[config.mk]
export PLATFORM = sky130hd
export DESIGN_NAME = gt_direct_map_cache
export DESIGN_NICKNAME = d
export VERILOG_FILES = /design/src/rtl/gt_direct_map_cache.sv
export SDC_FILE = /design/constraint.sdc
export NUM_CORES = 2
export LEC_CHECK = 0
export ABC_AREA = 1
export BUFFER_PORTS_ARGS = -buffer_cell sky130_fd_sc_hd__buf_2
export CORE_MARGIN = 4
export CORE_UTILIZATION = 30
export CTS_BUF_LIST = sky130_fd_sc_hd__clkbuf_8 sky130_fd_sc_hd__clkbuf_16
export DETAILED_ROUTE_END_ITERATION = 8
export HOLD_SLACK_MARGIN = 0.08
export MAX_ROUTING_LAYER = met4
export SLEW_MARGIN = 20
export SYNTH_ARGS = -nofsm -noshare
export SYNTH_HDL_FRONTEND = slang
export SYNTH_SLANG_ARGS = --single-unit
[constraint.sdc]
create_clock -name CLK -period 16.6 [get_ports CLK]
set_input_delay 3.32 -clock CLK [delete_from_list [all_inputs] [get_ports CLK]]
set_output_delay 3.32 -clock CLK [all_outputs]
set_load 0.02 [all_outputs]
[src/rtl/gt_direct_map_cache.sv]
// Direct-mapped, read-allocate cache: byte-wide lookups against 256-bit lines,
// filling from memData on a miss and presenting the evicted line on toMemData.
module gt_direct_map_cache #(
  parameter int INDEX_BITS  = 3,
  parameter int OFFSET_BITS = 5,
  parameter int ADDR_BITS   = 32
) (
  input  logic                          CLK,
  input  logic                          RST_N,
  input  logic [ADDR_BITS-1:0]          nextAddr,
  input  logic [(8<<OFFSET_BITS)-1:0]   memData,
  output logic [7:0]                    dataReturn,
  output logic                          hit,
  output logic [(8<<OFFSET_BITS)-1:0]   toMemData
);

  localparam int LINES     = 2 ** INDEX_BITS;
  localparam int LINE_BITS = 8 << OFFSET_BITS;
  localparam int TAG_BITS  = ADDR_BITS - OFFSET_BITS - INDEX_BITS;

  logic [LINES-1:0]     validBits;
  logic [TAG_BITS-1:0]  tagStore  [LINES];
  logic [LINE_BITS-1:0] dataStore [LINES];

  logic [OFFSET_BITS-1:0] offset;
  logic [INDEX_BITS-1:0]  index;
  logic [TAG_BITS-1:0]    tag;
  logic                   hitC;
  logic [LINE_BITS-1:0]   storedLine;
  logic [LINE_BITS-1:0]   srcLine;
  logic [7:0]             byteSel;

  assign offset = nextAddr[OFFSET_BITS-1:0];
  assign index  = nextAddr[OFFSET_BITS+INDEX_BITS-1:OFFSET_BITS];
  assign tag    = nextAddr[ADDR_BITS-1:OFFSET_BITS+INDEX_BITS];

  assign storedLine = dataStore[index];
  assign hitC       = validBits[index] && (tagStore[index] == tag);

  // On a miss the requested byte comes straight from the fill data.
  assign srcLine = hitC ? storedLine : memData;
  assign byteSel = srcLine[{offset, 3'b000} +: 8];

  // NOTE: sequential state uses non-blocking assignments so every register
  // samples the pre-edge values of hitC/validBits in the same clock edge.
  always_ff @(posedge CLK or negedge RST_N) begin
    if (!RST_N) begin
      validBits  <= '0;
      hit        <= 1'b0;
      dataReturn <= '0;
      toMemData  <= '0;
    end else begin
      hit        <= hitC;
      dataReturn <= byteSel;
      if (hitC) begin
        toMemData <= '0;
      end else begin
        toMemData        <= validBits[index] ? storedLine : '0;
        validBits[index] <= 1'b1;
      end
    end
  end

  // NOTE: tag and data arrays carry no reset; the cleared valid bits already
  // make their contents irrelevant, and leaving them unreset lets them map to RAM.
  always_ff @(posedge CLK) begin
    if (!hitC) begin
      tagStore[index]  <= tag;
      dataStore[index] <= memData;
    end
  end

endmodule

==> impl_metrics.tcl <==
set metrics [dict create \
    status "complete, no violations" \
    avgSynthCellArea_um2 13.38 \
    slowest_delay_ns 0.96 \
    cts-root-buf "clkbuf_16" \
    hold_viol 0 \
    wire_per_inst_um 27.45 \
    crit_path_max_fanout 76 \
    grt_pass1_vias 60400 \
    cp-start-kind "input pin" \
    yosysSeqAreaShare_pct 75.67 \
    dp_hpwl_um 205600 \
    drc 0 \
    grt.busiest_layer "met2" \
    hp-class "register to register" \
    finalSetupTns_ns 0 \
    final_core_util_pct 35.41 \
    max_slew_margin_pct 22.27 \
    area_delta_synth_final_pct 17.36 \
    clock_sinks 2513 \
    rows 209 \
    peakVddDrop_mv 0.08345 \
    fin_crit_sh_pct 57.78 \
    crit_path_end_kind "register" \
    cts_setup_buffers 0 \
    rrSetupSlack_ns 10.81 \
    async_flop_share_pct 10.86 \
    synth_area_um2 97920 \
    maxSlewViolCount 0 \
    start_util_pct 30.17 \
    ant_nets 0 \
    r2r-start "validBits[7]" \
    grt_use_total_pct 20.22 \
    synth_edf_count 2240 \
    antenna_found_initial 191 \
    drv_cap 0 \
    critPathMostFrequentCell "nand2_1" \
    grt_overflow 0 \
    synthCells 7317 \
    synth.top_cell.area_share_pct 68.69 \
    dieHeight_um 579.3 \
    worstMarginPinSlew_ns 1.166 \
    fin_area_um2 114900 \
    die_x_um 579.3 \
    grt_use_met2_pct 31.07 \
    via_count 63770 \
    ys_top_cells_by_area "edfxtp_1, dfrtp_1, nand2_1" \
    place.gp.congestion 0.8399 \
    path_class "input pin to register" \
    final_common_cell "edfxtp_1" \
    r2r-end "dataStore[3][106]" \
    hold-worst-slack_ns 0.4508 \
    cts_buffers 277 \
    setup_viol 0 \
    crit_chain "buf_4, inv_2, buf_4, nand2_4, inv_8, nand2_1, nand2_1, nor2_1, nand2_1, nand2_1, nand2_1, nor2_1, nand2_1, nor2_4, nand2_8, inv_4, nor2_4, buf_4, buf_4" \
    cp_slowest_cell "nor2_4" \
    pin_count 555 \
    grt_util_met3_pct 5.121 \
    cts_hold_buf 0 \
    ctsResizeCount 0 \
    p_leak_nw 44.59 \
    synth_warnings 0 \
    drt-vias-per-instance 5.103 \
    clk_latency_ns 0.89 \
    drt_iter0_drc 7709 \
    dieArea_um2 335600 \
    reg2reg_depth 16 \
    timing.final.crit_period_ns 9.592 \
    maxClockFrequency_mhz 104.3 \
    grt_first_pass_wirelength_um 473800 \
    use_met1_pct 26.14 \
    fill_cells 30940 \
    crit_start "nextAddr[5]" \
    synthDistinctLibCells 38 \
    rsz0062_at_grt "no" \
    p_per_area_nw_per_um2 127.1 \
    synth_flop_cell "edfxtp_1" \
    final_cell_mix "edfxtp_1, nand2_1, inv_1" \
    preCtsSetupSlack_ns 6.079 \
    final_nets 8126 \
    crit_end "dataStore[3][106]" \
    setup_slack_ns 7.008 \
    drtPass1Iterations 6 \
    finClkSkew_ns 0.04395 \
    post_route_cells_drive_above_1_share_pct 13.74 \
    clk_pin_slew_ns 0.06 \
    synth_seq_cells 2513 \
    dpl-instance-area_um2 105600 \
    numPortBuffers 554 \
    routed_wl_um 343000 \
    syn-num-nets 7607 \
    worstPathRequired_ns 17.08 \
    core_area_um2 324500 \
    cts_buffer_depth 4 \
    grt_max_degree 129 \
    cts_tree "done" \
    h-tree-depth 5 \
    worst-endpoint-arrival_ns 10.08 \
    yosys.area.top_type "edfxtp_1" \
]
## stage by stage
stage / total power, mW / instances
detailed placement: 8.707 / 11880
finish: 14.61 / 12500
floorplan: 8.118 / 7317
CTS: 14.71 / 12380
global route: 15.08 / 12480
global placement: 8.686 / 11880
## worst min-delay path by stage
stage	startpoint	to	slack, ns	cells after the start
2_1_floorplan	validBits[4]	validBits[4]	0.42	2
3_3_place_gp	validBits[0]	validBits[0]	0.44	2
3_5_place_dp	validBits[6]	validBits[6]	0.44	2
4_1_cts	validBits[6]	validBits[6]	0.45	2
5_1_grt	validBits[6]	validBits[6]	0.47	2
6_report	validBits[6]	validBits[6]	0.45	2
## state kept, by name, indices dropped and copies added (netlist names)
| signal | cells |
|---|---|
| dataStore | 2048 |
| tagStore | 192 |
| validBits | 8 |
| hit | 1 |
| toMemData | 256 |
| dataReturn | 8 |
## final cells by class
type / instances / area [um2] / share of cell area (%)
Sequential cell: 2513 / 74100 / 64.47
Multi-Input combinational cell: 3465 / 18760 / 16.33
Clock buffer: 319 / 7634 / 6.642
Tap cell: 4325 / 5411 / 4.709
Timing Repair Buffer: 651 / 3827 / 3.330
Inverter: 928 / 3518 / 3.061
Clock inverter: 178 / 1381 / 1.202
Antenna cell: 117 / 292.8 / 0.2548
## worst max-delay path, delay by kind of cell
| kind | cells | cell delay, ns |
|---|---|---|
| buf+inv | 7 | 3.87 |
| simple gates | 12 | 2.44 |
## synthesized netlist by cell type (4+ instances only)
cell type / count
a21oi_1: 42
o22ai_1: 18
a22o_1: 136
o21ai_1: 11
clkbuf_1: 208
a221oi_1: 284
nand3b_1: 164
buf_2: 130
nor2_1: 136
nand4_1: 167
dfrtp_1: 273
and3_1: 15
o21bai_1: 7
or2_2: 22
nand2_1: 1474
nand3_1: 606
inv_2: 7
o2111a_1: 15
o21ai_0: 41
edfxtp_1: 2240
or2_0: 5
buf_1: 67
inv_1: 921
a211oi_1: 4
nor3_1: 7
buf_4: 6
a22oi_1: 209
o2bb2ai_1: 85
## report_power, final
part / leakage, nW / internal (mW) / switching (mW) / total (mW)
clock: 4.69 / 3.47 / 2.57 / 6.04
sequential: 24.1 / 7.27 / 0.115 / 7.39
combinational: 15.8 / 0.288 / 0.896 / 1.18
total: 44.6 / 11.0 / 3.58 / 14.6
## routing by layer
layer / share of wire, % / vias up
met4: 3.5 / 0
li1: - / 27520
met1: 40 / 32050
met2: 47 / 3578
met3: 10 / 613
met5: 0 / -
## cells by family after synthesis
kind of cell,after synthesis,synth area share (%)
AND/OR/NAND/NOR,2606,11.98
flip-flops,2513,75.67
buffers and inverters,1339,5.322
AO/OA/AOI/OAI,859,7.031
Note: power is estimated with default switching activity, not from simulation.
